`src/rtl/garage_input_conditioner_if.sv`:
```
// garage_input_conditioner_if
//   Bundles the raw switch inputs and the conditioned outputs of the garage
//   door input conditioner.
//   master : drives the raw inputs, observes the conditioned outputs
//   slave  : the conditioner itself
// Signals:
//   Btn_Raw, UP_Lim_Raw, DN_Lim_Raw : raw active-high inputs (asynchronous)
//   Activate                        : one-cycle pulse per accepted press
//   UP_Max, DN_Max                  : debounced limit levels
//   Fault                           : both debounced limits active
interface garage_input_conditioner_if;
  logic Btn_Raw;
  logic UP_Lim_Raw;
  logic DN_Lim_Raw;
  logic Activate;
  logic UP_Max;
  logic DN_Max;
  logic Fault;

  modport master (
    output Btn_Raw, UP_Lim_Raw, DN_Lim_Raw,
    input  Activate, UP_Max, DN_Max, Fault
  );

  modport slave (
    input  Btn_Raw, UP_Lim_Raw, DN_Lim_Raw,
    output Activate, UP_Max, DN_Max, Fault
  );
endinterface

```
`src/rtl/garage_input_conditioner.sv`:
```
// garage_input_conditioner
//   Synchronises and debounces the wall push-button and both limit switches
//   for the garage door controller. Produces one Activate pulse per debounced
//   press, clean UP_Max / DN_Max levels and a Fault flag when both limits are
//   active at once (Activate is suppressed while Fault is set).
// Ports:
//   CLK  : system clock, rising edge
//   RST  : asynchronous active-high reset
//   io   : garage_input_conditioner_if.slave (raw inputs in, conditioned out)
// Parameters:
//   DEBOUNCE_CYCLES : consecutive disagreeing cycles needed to flip (>= 2)
//   CNT_W           : debounce counter width, 2**CNT_W > DEBOUNCE_CYCLES
//   LOCKOUT_CYCLES  : post-press lockout length (LOCKOUT_EN builds only)
// Build option:
//   LOCKOUT_EN : when defined, every Activate pulse starts a lockout during
//                which new presses are dropped. Undefined: no lockout logic.
module garage_input_conditioner #(
  parameter int DEBOUNCE_CYCLES = 16,
  parameter int CNT_W           = 5,
  parameter int LOCKOUT_CYCLES  = 50
) (
  input  logic                         CLK,
  input  logic                         RST,
  garage_input_conditioner_if.slave    io
);

  localparam int CH_BTN = 0;
  localparam int CH_UP  = 1;
  localparam int CH_DN  = 2;
  localparam logic [CNT_W-1:0] CNT_LAST = CNT_W'(DEBOUNCE_CYCLES - 1);

  logic [2:0]       raw;
  logic [2:0]       sync_a;
  logic [2:0]       sync_b;
  logic [2:0]       stb;
  logic [CNT_W-1:0] cnt [3];
  logic             btn_d;
  logic             fault;
  logic             activate;
  logic             rise;
  logic             lock_ok;
  logic             act_next;

  assign raw = {io.DN_Lim_Raw, io.UP_Lim_Raw, io.Btn_Raw};

  // Two-flop synchroniser, one per raw input.
  always_ff @(posedge CLK or posedge RST) begin
    if (RST) begin
      sync_a <= '0;
      sync_b <= '0;
    end else begin
      sync_a <= raw;
      sync_b <= sync_a;
    end
  end

  // Per-channel debounce: the count only advances while the synchronised
  // input disagrees with the debounced value; any agreeing cycle restarts it.
  always_ff @(posedge CLK or posedge RST) begin
    if (RST) begin
      stb <= '0;
      for (int i = 0; i < 3; i++) cnt[i] <= '0;
    end else begin
      for (int i = 0; i < 3; i++) begin
        if (sync_b[i] == stb[i]) begin
          cnt[i] <= '0;
        end else if (cnt[i] == CNT_LAST) begin
          stb[i] <= sync_b[i];
          cnt[i] <= '0;
        end else begin
          cnt[i] <= cnt[i] + 1'b1;
        end
      end
    end
  end

  assign rise = stb[CH_BTN] & ~btn_d;

`ifdef LOCKOUT_EN
  localparam int LK_W = (LOCKOUT_CYCLES < 1) ? 1 : $clog2(LOCKOUT_CYCLES + 1);
  logic [LK_W-1:0] lock_cnt;

  // Loaded on the same edge that raises Activate, then counts down to zero.
  always_ff @(posedge CLK or posedge RST) begin
    if (RST) begin
      lock_cnt <= '0;
    end else if (act_next) begin
      lock_cnt <= LK_W'(LOCKOUT_CYCLES);
    end else if (lock_cnt != '0) begin
      lock_cnt <= lock_cnt - 1'b1;
    end
  end

  assign lock_ok = (lock_cnt == '0);
`else
  assign lock_ok = 1'b1;
`endif

  // A rise seen while Fault (or lockout) is active is dropped, not held over.
  assign act_next = rise & ~fault & lock_ok;

  always_ff @(posedge CLK or posedge RST) begin
    if (RST) begin
      btn_d    <= 1'b0;
      fault    <= 1'b0;
      activate <= 1'b0;
    end else begin
      btn_d    <= stb[CH_BTN];
      fault    <= stb[CH_UP] & stb[CH_DN];
      activate <= act_next;
    end
  end

  assign io.Activate = activate;
  assign io.UP_Max   = stb[CH_UP];
  assign io.DN_Max   = stb[CH_DN];
  assign io.Fault    = fault;

endmodule

```
`src/flat_wrapper.sv`:
```
// flat-port wrapper written by rule: the top's interface ports become plain ports
module garage_input_conditioner_flat 
#(
  parameter int DEBOUNCE_CYCLES = 16,
  parameter int CNT_W           = 5,
  parameter int LOCKOUT_CYCLES  = 50
)
  (CLK, RST, io_Btn_Raw, io_UP_Lim_Raw, io_DN_Lim_Raw, io_Activate, io_UP_Max, io_DN_Max, io_Fault);
  garage_input_conditioner_if io_i ();
  input  logic CLK;
  input  logic RST;
  input wire logic [$bits(io_i.Btn_Raw)-1:0] io_Btn_Raw;
  input wire logic [$bits(io_i.UP_Lim_Raw)-1:0] io_UP_Lim_Raw;
  input wire logic [$bits(io_i.DN_Lim_Raw)-1:0] io_DN_Lim_Raw;
  output wire logic [$bits(io_i.Activate)-1:0] io_Activate;
  output wire logic [$bits(io_i.UP_Max)-1:0] io_UP_Max;
  output wire logic [$bits(io_i.DN_Max)-1:0] io_DN_Max;
  output wire logic [$bits(io_i.Fault)-1:0] io_Fault;
  assign io_i.Btn_Raw = io_Btn_Raw;
  assign io_i.UP_Lim_Raw = io_UP_Lim_Raw;
  assign io_i.DN_Lim_Raw = io_DN_Lim_Raw;
  assign io_Activate = io_i.Activate;
  assign io_UP_Max = io_i.UP_Max;
  assign io_DN_Max = io_i.DN_Max;
  assign io_Fault = io_i.Fault;
  garage_input_conditioner #(.DEBOUNCE_CYCLES(DEBOUNCE_CYCLES), .CNT_W(CNT_W), .LOCKOUT_CYCLES(LOCKOUT_CYCLES)) u_core (.CLK(CLK), .RST(RST), .io(io_i));
endmodule
```
`config.mk`:
```
export PLATFORM = sky130hd
export DESIGN_NAME = garage_input_conditioner_flat
export DESIGN_NICKNAME = d
export VERILOG_FILES = /design/src/rtl/garage_input_conditioner_if.sv /design/src/rtl/garage_input_conditioner.sv /design/src/flat_wrapper.sv
export SDC_FILE = /design/constraint.sdc
export NUM_CORES = 1
export LEC_CHECK = 0
export CAP_MARGIN = 20
export CORE_ASPECT_RATIO = 0.6
export CORE_MARGIN = 4
export CORE_UTILIZATION = 35
export CTS_BUF_LIST = sky130_fd_sc_hd__clkbuf_16
export DETAILED_ROUTE_END_ITERATION = 10
export MAX_ROUTING_LAYER = met4
export PLACE_DENSITY = 0.51
export SYNTH_ARGS = -nofsm -noshare
export SYNTH_HDL_FRONTEND = slang
export SYNTH_SLANG_ARGS = --single-unit
```
`constraint.sdc`:
```
create_clock -name CLK -period 2.3 [get_ports CLK]
set_clock_uncertainty 0.2 [all_clocks]
set_input_delay 0.345 -clock CLK [delete_from_list [all_inputs] [get_ports CLK]]
set_output_delay 0.345 -clock CLK [all_outputs]
set_load 0.05 [all_outputs]
```
==> run summary <==
* Starting Density: 38.0%
* post-route antenna net violation count: 0
* netlist area before placement: 991 µm²
* power per unit of standard cell area: 777 nW/µm²
* clock root buffer: clkbuf_16
* overall track demand over capacity in global routing: 9.73%
* Worst path top cell family by delay: buffers and inverters
* vias in the first global route: 561
* area of the placeable core: 2610 µm²
* Worst Setup End Kind: primary output
* setup repair after global routing missed its margin: false
* Post-Route WL: 1380 µm
* timing-limited maximum frequency: 0.498 GHz
* iteration count of the initial detailed-routing pass: 2
* per-cell via count in the routed design: 4.38
* Min-Delay Path Class: flip-flop to flip-flop
* number of instances resized during post-cts repair: 0
* pin count of the biggest net entering global routing: 19
* Slew Viols, Final: 0
* setup slack after layout: 0.294 ns
* Final Hold Viols: 0
* buffer depth of the longest clock path: 2
* first-pass GRT wire length: 2640 µm
* number of buffer and inverter instances along the worst setup path: 1
* total global routing overflow: 0
* flip-flop and latch count after synthesis: 27
* number of design-rule violations left by the first detailed-router iteration: 14
* I/O pin count: 9
* summed negative setup slack over all endpoints: 0 ns
* critical path arrival: 1.46 ns
* run status: finished clean
* Least-Margin Pin Slew: 0.497 ns
* Post CTS Setup Buffer Count: 0
* total number of clock tree sinks: 27
* number of unique standard cell types used by synthesis: 14
* Clock transition at path regs: 0.06 ns
* width of the die: 76.7 µm
* I/O Buffers: 8
* Seq/Total Area, Yosys: 68.2%
* clock network latency to the later pin of the worst-skew pair: 0.26 ns
* maximum cell stage delay along the critical path: 0.82 ns
* count of hold-fix buffers inserted at cts: 0
* library cell contributing the largest single delay on the critical path: clkdlybuf4s50_1
* Synthesis Warnings: 0
* wire length per cell after detailed routing: 11.6 µm
* fraction of layout instances using a drive strength above 1: 11.5%
* post-synthesis instance total: 74
* net count of the mapped netlist: 82
* final design utilization: 45.9%
* number of core rows: 14
* number of antenna cells inserted: 0
* setup violation total in the final timing report: 0
* ordered list of cells on the worst path: clkdlybuf4s50_1
* clock buffers created by TritonCTS: 3
* critical path launch point type: flip-flop
* total power: 0.000931 W
* area of the die: 3770 µm²
* detailed placer's ending HPWL: 1070 µm
* CP max FO: 4
* post-synthesis area per instance: 13.4 µm²
* # H-tree levels: 1
* CP required: 1.75 ns
* initial antenna violation count: 0
* final worst path period share: 87.2%
* TritonCTS clock tree: yes
* Setup CP Type: flip-flop to primary output
* Die Y: 49.2 µm
* Net count, final: 96
* layout overhead on the synthesized area: 21.0%
* Max-slew headroom: 66.7%
* worst setup slack before clock tree synthesis: 0.554 ns
* detailed-route via count: 521
* Max rail drop VDD: 0.000329 V
* reported leakage power: 0.620 nW
* drt drc: 0
* maximum capacitance violations: 0
* placer congestion estimate: 0.672
* Final Critical Period: 2.01 ns
-- per-stage QoR --
| stage | std cells | instance area, µm² | hold WS [ns] |
|---|---|---|---|
| after floorplan | 74 | 991 | 0.131 |
| after detailed placement | 115 | 1120 | 0.140 |
| after CTS | 119 | 1200 | 0.155 |
| after global placement | 115 | 1120 | 0.133 |
| after global routing | 119 | 1200 | 0.168 |
| final | 119 | 1200 | 0.150 |
-- registers in the layout, summed over array words and instances (netlist names) --
| signal | flops |
|---|---|
| u_core.btn_d | 1 |
| u_core.cnt | 15 |
| u_core.io.Activate | 1 |
| u_core.io.Fault | 1 |
| u_core.stb | 3 |
| u_core.sync_a | 3 |
| u_core.sync_b | 3 |
-- kinds of logic (layout without fill, tap and decap cells) --
group | Yosys count | in the layout | share of synthesized area, %
AO/OA/AOI/OAI | 3 | 3 | 1.51
XOR/XNOR | 9 | 9 | 7.95
adder cells (fa/ha/maj) | 3 | 3 | 3.79
buffers and inverters | 3 | 16 | 1.14
flip-flops | 27 | 27 | 68.2
multiplexers | 3 | 3 | 3.41
AND/OR/NAND/NOR | 26 | 26 | 14.0
-- synth_stat cells --
library cell	instances	area, µm²
mux2_1	3	33.8
nand3_1	5	25.0
and2_1	2	12.5
o21ai_1	3	15.0
nand3_2	1	10.0
ha_1	3	37.5
inv_1	3	11.3
xor2_1	9	78.8
dfrtp_1	27	676
and3_1	2	12.5
nor3b_1	1	7.51
and2_2	3	22.5
nor2_1	11	41.3
and3_2	1	7.51
-- placed cells by master, fill, tap and decap left out --
cell type        instances
ha_1                     3
mux2_1                   3
and3_1                   2
clkdlybuf4s50_1          8
and3_2                   1
buf_4                    1
clkbuf_16                3
inv_1                    3
and2_1                   2
xor2_1                   9
and2_2                   3
nand3_1                  5
clkinv_2                 1
nor3b_1                  1
nand3_2                  1
nor2_1                  11
dfrtp_1                 27
o21ai_1                  3
-- area by class of cell --
type | count | area [µm²]
Multi-Input combinational cell | 44 | 304
Clock buffer | 3 | 75.1
Tap cell | 32 | 40.0
Fill cell | 258 | 1410
Inverter | 3 | 11.3
Sequential cell | 27 | 676
Timing Repair Buffer | 9 | 87.6
Clock inverter | 1 | 5.00
-- where the power goes --
group / internal, W / total, W / leakage, nW / switching (W)
clock network: 0.000234 / 0.000382 / 0.0409 / 0.000148
logic: 0.0000207 / 0.0000441 / 0.223 / 0.0000234
registers: 0.000493 / 0.000505 / 0.356 / 0.0000121
total: 0.000748 / 0.000931 / 0.620 / 0.000183
-- path summary, 6_finish.rpt --
check	start	to	slack (ns)	cells after the start
max in group asynchronous	RST	u_core.stb[1]	1.18	3
min in group asynchronous	RST	u_core.cnt[6]	0.16	2
setup / recovery	u_core.stb[1]	io_UP_Max	0.29	1
hold / removal	u_core.sync_a[2]	u_core.sync_b[2]	0.15	0
hold reg to reg	u_core.sync_a[2]	u_core.sync_b[2]	0.15	0
setup reg to reg	u_core.cnt[5]	u_core.stb[1]	0.81	4
-- metal layers --
layer  track usage, %  wire length, µm  vias to the layer above  share of wire, %
met5                -                0                        -                 0
met4             3.61               11                        0              0.80
met1             13.3              778                      241                56
li1                 -                -                      271                 -
met2             11.8              512                        7                37
met3             5.17               76                        2               5.5
Power figures use the tool's default switching activity.
